==> config.mk <==
export PLATFORM = sky130hd
export DESIGN_NAME = logic_unit_pipe
export DESIGN_NICKNAME = d
export VERILOG_FILES = /design/src/rtl/logic_unit_pkg.sv /design/src/rtl/logic_unit_core.sv /design/src/rtl/logic_unit_pipe.sv
export SDC_FILE = /design/constraint.sdc
export NUM_CORES = 1
export LEC_CHECK = 0
export ABC_AREA = 1
export CAP_MARGIN = 20
export CORE_MARGIN = 2
export CORE_UTILIZATION = 50
export CTS_BUF_LIST = sky130_fd_sc_hd__clkbuf_16
export DETAILED_ROUTE_END_ITERATION = 16
export PLACE_DENSITY_LB_ADDON = 0.25
export SLEW_MARGIN = 10
export SYNTH_ARGS = -nofsm -noshare
export SYNTH_HDL_FRONTEND = slang
export SYNTH_SLANG_ARGS = --single-unit
export TNS_END_PERCENT = 100
==> constraint.sdc <==
create_clock -name clk -period 3.1 [get_ports clk]
set_input_delay 0.465 -clock clk [delete_from_list [all_inputs] [get_ports clk]]
set_output_delay 0.465 -clock clk [all_outputs]
set_load 0.01 [all_outputs]
==> src/rtl/logic_unit_pkg.sv <==
// Shared types and constants for the bitwise logic unit.
// Optional feature macro: LOGIC_UNIT_FLAGS_EN (per-entry zero/parity flags).
package logic_unit_pkg;

    // Operation select encodings
    typedef enum logic [2:0] {
        OP_AND  = 3'd0,
        OP_OR   = 3'd1,
        OP_XOR  = 3'd2,
        OP_NOR  = 3'd3,
        OP_NAND = 3'd4,
        OP_XNOR = 3'd5,
        OP_ANDN = 3'd6,   // s1 & ~s2
        OP_PASS = 3'd7    // s1
    } op_e;

    // Output buffer occupancy
    typedef enum logic [1:0] {
        EMPTY = 2'd0,
        ONE   = 2'd1,
        FULL  = 2'd2
    } cnt_e;

    localparam int unsigned BUF_DEPTH = 2;

endpackage

==> src/rtl/logic_unit_core.sv <==
// Combinational op decode with enable gating; no state.
module logic_unit_core
    import logic_unit_pkg::*;
#(
    parameter int WIDTH = 32
) (
    input  logic [2:0]       op_i,
    input  logic             enable_i,
    input  logic [WIDTH-1:0] s1_i,
    input  logic [WIDTH-1:0] s2_i,
    output logic [WIDTH-1:0] result_o
);

    logic [WIDTH-1:0] f;

    // Select the operation, then force zero when the unit is disabled
    always_comb begin
        f = '0;
        case (op_e'(op_i))
            OP_AND:  f = s1_i & s2_i;
            OP_OR:   f = s1_i | s2_i;
            OP_XOR:  f = s1_i ^ s2_i;
            OP_NOR:  f = ~(s1_i | s2_i);
            OP_NAND: f = ~(s1_i & s2_i);
            OP_XNOR: f = ~(s1_i ^ s2_i);
            OP_ANDN: f = s1_i & ~s2_i;
            default: f = s1_i;   // OP_PASS
        endcase
        result_o = enable_i ? f : '0;
    end

endmodule

==> src/rtl/logic_unit_pipe.sv <==
// Registered logic unit: combinational core feeding a two-entry output
// buffer with valid/ready on both sides. Head entry drives reg_d/flags.
// Optional feature macro: LOGIC_UNIT_FLAGS_EN stores zero/parity flags per
// entry; without it out_zero/out_parity are tied low.
module logic_unit_pipe
    import logic_unit_pkg::*;
#(
    parameter int WIDTH = 32
) (
    input  logic             clk,
    input  logic             rst,
    input  logic             in_valid,
    output logic             in_ready,
    input  logic [2:0]       op,
    input  logic             enable,
    input  logic [WIDTH-1:0] reg_s1,
    input  logic [WIDTH-1:0] reg_s2,
    output logic             out_valid,
    input  logic             out_ready,
    output logic [WIDTH-1:0] reg_d,
    output logic             out_zero,
    output logic             out_parity
);

    logic [WIDTH-1:0] result;
    cnt_e             cnt_q, cnt_d;
    logic             push, pop;
    logic             head_we, tail_we, head_from_new;
    logic [WIDTH-1:0] head_q, head_d, tail_q;

    logic_unit_core #(.WIDTH(WIDTH)) u_core (
        .op_i     (op),
        .enable_i (enable),
        .s1_i     (reg_s1),
        .s2_i     (reg_s2),
        .result_o (result)
    );

    // in_ready looks only at registered occupancy and rst, never out_ready
    assign in_ready  = !rst && (cnt_q != FULL);
    assign out_valid = (cnt_q != EMPTY);
    assign push      = in_valid && in_ready;
    assign pop       = out_valid && out_ready;

    // Occupancy register
    always_ff @(posedge clk) begin
        if (rst) cnt_q <= EMPTY;
        else     cnt_q <= cnt_d;
    end

    // Next occupancy and entry write controls
    always_comb begin
        cnt_d         = cnt_q;
        head_we       = 1'b0;
        tail_we       = 1'b0;
        head_from_new = 1'b1;
        case (cnt_q)
            EMPTY: begin
                if (push) begin
                    cnt_d   = ONE;
                    head_we = 1'b1;
                end
            end
            ONE: begin
                if (push && pop) begin
                    head_we = 1'b1;          // new beat replaces departing head
                end else if (push) begin
                    cnt_d   = FULL;
                    tail_we = 1'b1;
                end else if (pop) begin
                    cnt_d   = EMPTY;         // head keeps its stale value
                end
            end
            FULL: begin
                if (pop) begin
                    cnt_d         = ONE;
                    head_we       = 1'b1;
                    head_from_new = 1'b0;    // promote second entry
                end
            end
            default: cnt_d = EMPTY;
        endcase
    end

    assign head_d = head_from_new ? result : tail_q;

    // Data storage for head and second entry
    always_ff @(posedge clk) begin
        if (rst) begin
            head_q <= '0;
            tail_q <= '0;
        end else begin
            if (head_we) head_q <= head_d;
            if (tail_we) tail_q <= result;
        end
    end

    assign reg_d = head_q;

`ifdef LOGIC_UNIT_FLAGS_EN
    logic hz_q, hp_q, tz_q, tp_q;
    logic new_z, new_p;

    assign new_z = (result == '0);
    assign new_p = ^result;

    // Flag storage follows the data entries exactly
    always_ff @(posedge clk) begin
        if (rst) begin
            hz_q <= 1'b0;
            hp_q <= 1'b0;
            tz_q <= 1'b0;
            tp_q <= 1'b0;
        end else begin
            if (head_we) begin
                hz_q <= head_from_new ? new_z : tz_q;
                hp_q <= head_from_new ? new_p : tp_q;
            end
            if (tail_we) begin
                tz_q <= new_z;
                tp_q <= new_p;
            end
        end
    end

    assign out_zero   = hz_q;
    assign out_parity = hp_q;
`else
    assign out_zero   = 1'b0;
    assign out_parity = 1'b0;
`endif

endmodule

Yosys cells after proc, flatten, opt, wreduce, memory -nomap -nowiden:

Cells that the tools add are included.

* word-level logic and storage cells: 50
* flip-flop bits (word level): 66
* input bits: 72
* memory bits (read-only): 0
* bits in writable memories: 0
* latch bits: 0
* output and inout bits: 36
* memories: 0

* $mul: 0
* eq/ne operators: 13
* shift operators: 0
* div/mod/pow operators: 0
* multiplexer cells: 17
* reduce and logical (&&, ||, !) cells: 9
* $add $sub $neg: 0
* bitwise gates (word level): 8
* order comparisons: 0

Operator list (count)
* case mux 32 bit (7 select lines): 1
* NOT 32 bit: 4
* AND 32 bit: 2
* 2-to-1 mux 32 bit: 2
* OR 32 bit: 1
* XOR 32 bit: 1
* 2-to-1 mux 2 bit: 5
* == test 3 bit, second input constant: 3
* != test 2 bit, second input constant: 4
* 2-to-1 mux 1 bit: 7
* == test 3 x 2 -> 1 bit, second input constant: 2
* case mux 2 bit (3 select lines): 1
* logical AND 1 bit: 4
* AND reduction 4 bit: 1
* == test 3 x 1 -> 1 bit, second input constant: 1
* zero test 3 bit: 1
* != test 3 bit, second input constant: 1
* case mux 1 bit (3 select lines): 1
* == test 2 x 1 -> 1 bit, second input constant: 1
* == test 2 bit, second input constant: 1
* zero test 2 bit: 1
* nonzero test 2 bit: 1
* zero test 1 bit: 1

Logic depth before layout (Yosys ltp):

Gate-level depths: netlist of the first run.

* depth in word-level cells: 6
* depth in mapped cells: 11
* gate-level depth less buffers: 11

Modules after synthesis:

From an unflattened synthesis of the first run, not the netlist that was laid out.

* cell total of the unflattened synthesis: 1216
* area total of the unflattened synthesis: 7195.7 um2

Modules (own cells, without submodules)
* logic_unit_core: instances 1, cells each 739, area each 4117.7 um2, seq. area each 0.0 um2
* logic_unit_pipe: instances 1, cells each 477, area each 3078.0 um2, seq. area each 1321.3 um2

Worst setup path after synthesis of the first run:

No wires, ideal clock.

* path kind: input port to flip-flop
* start point: input op[2]
* end point: register head_q[22] (netlist: reg_d[22])
* buffers on the path: 2
* library setup time: 0.119 ns
* stages on the path: 9
* data required time: 2.981 ns
* data arrival time: 1.379 ns
* path slack: 1.602 ns
* cells stage by stage: buf_2 -> inv_2 -> nand2_1 -> clkbuf_1 -> nor2_1 -> nor2_1 -> nand2_1 -> nand3_1 -> a21oi_1

* longest elaborated chain between the ends: 4
* elaborated cells between the ends (all ways): 10
* classes of those cells: 6 x eq/ne; 3 x mux; 1 x reduce/logical

Ends and longest elaborated chain
* start: declaration: line logic_unit_pipe.sv:14 `input logic [2:0] op,`
* == test 3 bit, or another cell as far along: line logic_unit_core.sv:19 `case (op_e'(op_i))`
* case mux 32 bit (7 select lines) (*): line logic_unit_core.sv:19
* 2-to-1 mux 32 bit (*): line logic_unit_core.sv:29 `result_o = enable_i ? f : '0;`
* 2-to-1 mux 32 bit (*): line logic_unit_pipe.sv:85 `assign head_d = head_from_new ? result : tail_q;`
* end signal: assignment: line logic_unit_pipe.sv:90 `head_q <= '0;`
* end signal: assignment: line logic_unit_pipe.sv:93 `if (head_we) head_q <= head_d;`
* end: declaration: line logic_unit_pipe.sv:29 `logic [WIDTH-1:0] head_q, head_d, tail_q;`

Mark *: on every way between the ends. The rest lies on a longest branch, timed or not.
A chain may end at the register's enable or synchronous reset.

Worst setup path after layout of the first run:

* start point: input rst
* end point: output in_ready

* longest elaborated chain between the ends: 2

Ends and longest elaborated chain
* start: declaration: line logic_unit_pipe.sv:11 `input logic rst,`
* zero test 1 bit: line logic_unit_pipe.sv:40 `assign in_ready = !rst && (cnt_q != FULL);`
* logical AND 1 bit: line logic_unit_pipe.sv:40
* end: declaration: line logic_unit_pipe.sv:13 `output logic in_ready,`

No other way between the ends.

==> flow_summary.yaml, run 1 <==
detailed_routing:
  drt-initial-drc-count: 587
  routed_via_density: 5.53
  wl_per_cell_um: 14.4
  wirelength_mm: 18.9
  drc: 0
  vias: 7247
  ant_nets: 0
  dr.pass1.iters: 5
critical_path:
  slowest_stage: "clkdlybuf4s50_1"
  cp-start-kind: "primary input"
  cpPeakStageDelay_ns: 0.54
  cpMostUsedCell: "clkdlybuf4s50_1"
  required_ns: 2.63
  worstPathCellList: "clkdlybuf4s50_1 -> a21oi_1 -> clkdlybuf4s50_1"
  crit_start: "rst"
  arrival_ns: 1.61
  worstPathBufferInverterCount: 2
  critical_path_class: "in2out"
  worstSetupEndpointType: "output pin"
  critical_path_depth: 3
  crit_family: "buffers and inverters"
  reg2reg_depth: 6
  reg2reg_from: "cnt_q[0]$_SDFFE_PP0P_"
  worstPathMaxFanout: 4
die:
  fp.coreArea_um2: 13300
  die_w_um: 121
  die_area_um2: 14600
  die_h_um: 121
  start_util: 0.515
  rows: 42
  ios: 108
logic_synthesis:
  synthMostInstantiatedCell: "nand2_1"
  synthTopCellsByCount: "nand2_1, inv_1, nand3_1, a21oi_1, nor2_1"
  synth_top_area_share: 0.193
  ys_seq_elements: 66
  ys_types: 25
  synthTopCellsByArea: "dfxtp_1, ha_1, nand3_1, nand2_1, inv_1"
  synthCells: 1078
  synth_area_um2: 6850
  syn_area_per_cell_um2: 6.35
  ys_seq_area_frac: 0.193
  synth_top_flop_cell: "dfxtp_1"
  yosysWarnings: 0
  async_flop_share: 0
  synth_largest_area_cell: "dfxtp_1"
  synth_edf_count: 0
final_layout:
  syn2layout_area_growth_pct: 19.1
  drive_above_1_share: 0.0370
  antenna_cells: 0
  fin_nets: 1298
global_route:
  grt_overflow: 0
  grt_usage: 0.260
  grt_max_degree: 107
  grt_pass1_vias: 6738
  grt_pass1_wl_mm: 31.6
  antenna_found_initial: 0
job:
  maxCapViolCount: 0
clock_network:
  hold_buffers: 0
  path_clk_slew_ns: 0.05
  htree_levels: 3
  cts_root_buf: "clkbuf_16"
  clock-sinks: 66
  cts_buffer_depth: 2
  cts_tree: "done"
  clk_latency_ns: 0.33
  postCtsSetupBuffers: 0
  cts_resized: 0
  cts_made_buffers: 9
timing:
  slew_headroom: 0.307
  setup_slack_ns: 1.03
  hold_violations: 0
  fin_crit_sh: 0.668
  clock_skew_ns: 0.00368
  fin_tns_setup_ns: 0
  setup_viol: 0
  tightest_slew_ns: 1.04
  post-route-min-period_ns: 2.07
  final_max_slew_viol_count: 0
  rsz0062_at_grt: "no"
  fmax_ghz: 0.483
min_path:
  min_path_type: "reg2reg"
  hold_path_depth: 2
  min_from: "tail_q[1]$_SDFFE_PP0P_"
power:
  power_density_nw_per_um2: 322
  power_leakage_nw: 4.39
  peakVddDrop_v: 0.000361
placement:
  place.gp.congestion: 0.779
  dp.final_hpwl_mm: 11.9
  io_buffers: 105
  post-place-ws_ns: 0.693
run_status:
  status: "finished clean"
==> path summary, 6_finish.rpt <==
kind | to | slack, ns
setup reg to reg | reg_d[25]$_SDFFE_PP0P_ | 1.24
hold / removal | tail_q[1]$_SDFFE_PP0P_ | 0.52
hold reg to reg | tail_q[1]$_SDFFE_PP0P_ | 0.52
setup / recovery | in_ready | 1.03
==> worst min-delay path, cell delays in order (launching register included) <==
cell and delay [ns]:
dfxtp_1 0.31, o21ai_1 0.12, a21oi_1 0.05
==> layout by cell type (no fill, tap or decap) <==
cell	n
a21oi_1	99
buf_12	2
buf_2	1
buf_4	19
clkbuf_16	9
clkdlybuf4s50_1	103
clkinv_1	3
clkinv_2	1
clkinvlp_4	1
conb_1	2
dfxtp_1	66
ha_1	96
inv_1	136
inv_2	2
mux2i_1	32
nand2_1	169
nand3_1	127
nand3_4	1
nand4_1	64
nor2_1	98
nor2_2	2
nor2_4	1
nor3_1	1
nor4_4	1
o21ai_0	68
o21ai_1	28
o21ai_2	1
or2_2	1
==> per-stage QoR <==
step,cell area [um^2],std cells,utilization,hold slack [ns],total power [mW]
finish,8150,1310,0.613,0.523,2.63
global route,8150,1310,0.613,0.542,2.78
CTS,8150,1310,0.613,0.525,2.64
detailed placement,7900,1295,0.594,0.511,1.76
global placement,7900,1295,0.594,0.510,1.75
floorplan,6850,1079,-,0.489,1.45
==> power breakdown <==
group	switching [mW]	internal, mW	total, mW
clock network	0.355	0.523	0.877
registers	0.0342	0.898	0.932
logic	0.478	0.340	0.818
==> flip-flops by register name, summed over array words and instances, names as in the netlist <==
register	count
cnt_q	2
reg_d	32
tail_q	32
==> cell families after synthesis <==
logic type / synth area share
AO/OA/AOI/OAI: 0.144
adder cells (fa/ha/maj): 0.175
buffers and inverters: 0.135
flip-flops: 0.193
multiplexers: 0.0468
other: 0.000548
AND/OR/NAND/NOR: 0.305
==> per-layer routing <==
layer,share of wire,wire [um],vias up,GRT usage
li1,-,-,3673,-
met1,0.43,8080,3286,0.321
met2,0.49,9320,262,0.468
met3,0.068,1290,26,0.0395
met4,0.012,219,0,0.0712
met5,0,0,-,0
==> cell type report <==
class	count	area, um^2
clock buffer	9	225
clock inverter	6	27.5
fill	1275	5140
inverter	137	514
multi-input combinational	791	4630
sequential	66	1320
tap	176	220
timing repair buffer	125	1220
Power figures use the tool's default switching activity.
==> inputs of run 2 (changes only) <==
Clock period 3.1 ns to 2 ns, I/O delays scaled along.
==> flow_summary.yaml, run 2 (synthesis results as in run 1) <==
critical_path:
  worstPathMaxFanout: 7
  slowest_stage: "clkdlybuf4s50_1"
  worstPathCellList: "nor2_1 -> inv_1 -> clkdlybuf4s50_1"
  cp-start-kind: "flop"
  critical_path_class: "reg2out"
  worstSetupEndpointType: "output pin"
  arrival_ns: 1.52
  cpPeakStageDelay_ns: 0.52
  reg2reg_slack_ns: 0.48
  required_ns: 1.70
global_route:
  grt_pass1_vias: 6714
  grt_max_degree: 84
  antenna_found_initial: 0
  grt_overflow: 0
  grt_usage: 0.254
  grt_pass1_wl_mm: 30.6
power:
  p_int_mw: 3.04
  combPwrFrac: 0.295
  power_density_nw_per_um2: 527
  power_leakage_nw: 4.51
  power_switching_mw: 1.39
  peakVddDrop_v: 0.000489
  sw_frac_of_total: 0.314
  pwr-share-clk: 0.379
  design_power_total_mw: 4.43
  pwr-share-seq: 0.326
detailed_routing:
  route.met2.wl_mm: 9.07
  vias: 7232
  drt-initial-drc-count: 517
  wirelength_mm: 18.4
  routed.top_layer: "met4"
  dr.pass1.iters: 5
  wl_met3_um: 860
  wl_per_cell_um: 13.9
  met1_length_mm: 8.08
  ant_nets: 0
  routed_via_density: 5.47
  drc: 0
timing:
  post-route-min-period_ns: 1.82
  fin_crit_sh: 0.911
  rsz0062_at_grt: "no"
  holdWs_ns: 0.523
  setup_viol: 0
  final_max_slew_viol_count: 0
  tightest_slew_ns: 0.561
  hold_violations: 0
  fmax_ghz: 0.549
  fin_tns_setup_ns: 0
  slew_headroom: 0.626
  clock_skew_ns: 0.00796
  setup_slack_ns: 0.177
final_layout:
  utilization: 0.632
  final_cell_area_um2: 8400
  stdcell_count: 1322
  drive_above_1_share: 0.0497
  final_common_cell: "nand2_1"
  syn2layout_area_growth_pct: 22.7
  final_cell_mix: "nand2_1, inv_1, nand3_1, clkdlybuf4s50_1, a21oi_1"
  antenna_cells: 0
  fin_nets: 1309
die:
  ios: 108
  die_area_um2: 14600
  die_h_um: 121
  rows: 42
  start_util: 0.515
  fp.coreArea_um2: 13300
  die_w_um: 121
clock_network:
  htree_levels: 3
  cts_resized: 0
  cts_tree: "done"
  clk_latency_ns: 0.33
  cts_buffer_depth: 2
  postCtsSetupBuffers: 0
  path_clk_slew_ns: 0.05
  hold_buffers: 0
  cts_made_buffers: 9
  cts_root_buf: "clkbuf_16"
  clock-sinks: 66
placement:
  io_buffers: 105
  place.gp.congestion: 0.878
  dpl.cell_count: 1306
  dp.final_hpwl_mm: 12.5
  post-place-ws_ns: 0.0225
  postPlaceCellArea_um2: 8080
job:
  maxCapViolCount: 0
min_path:
  min_path_type: "reg2reg"
run_status:
  status: "finished clean"
## run 2: cell type report
cell class / count / area, um^2
fill: 1248 / 4890
multi-input combinational: 791 / 4630
timing repair buffer: 136 / 1400
sequential: 66 / 1320
inverter: 137 / 514
clock buffer: 9 / 225
tap: 176 / 220
clock inverter: 7 / 93.8
## run 2: final timing paths
| check | from | end | depth (start not counted) |
|---|---|---|---|
| worst max register to register | cnt_q[0]$_SDFFE_PP0P_ | tail_q[19]$_SDFFE_PP0P_ | 6 |
| worst min register to register | tail_q[1]$_SDFFE_PP0P_ | tail_q[1]$_SDFFE_PP0P_ | 2 |
| worst max-delay path | cnt_q[1]$_SDFFE_PP0P_ | out_valid | 3 |
| worst min-delay path | tail_q[1]$_SDFFE_PP0P_ | tail_q[1]$_SDFFE_PP0P_ | 2 |
## run 2: routing by layer
metal	global-route usage	vias up
li1	-	3689
met1	0.309	3300
met2	0.454	209
met3	0.0390	34
met4	0.0828	0
met5	0	-
## run 2: critical path, delay by kind of cell (launching register included)
family | cells | cell delay, ns
simple gates | 1 | 0.10
flops | 1 | 0.51
buf+inv | 2 | 0.58
## run 2: power by group through the flow
stage / Clock [mW] / Sequential (mW) / Combinational, mW
after floorplan: 0 / 1.47 / 0.769
after global routing: 1.75 / 1.45 / 1.47
after detailed placement: 0 / 1.47 / 1.30
final: 1.68 / 1.44 / 1.31
after global placement: 0 / 1.47 / 1.27
after CTS: 1.69 / 1.44 / 1.31
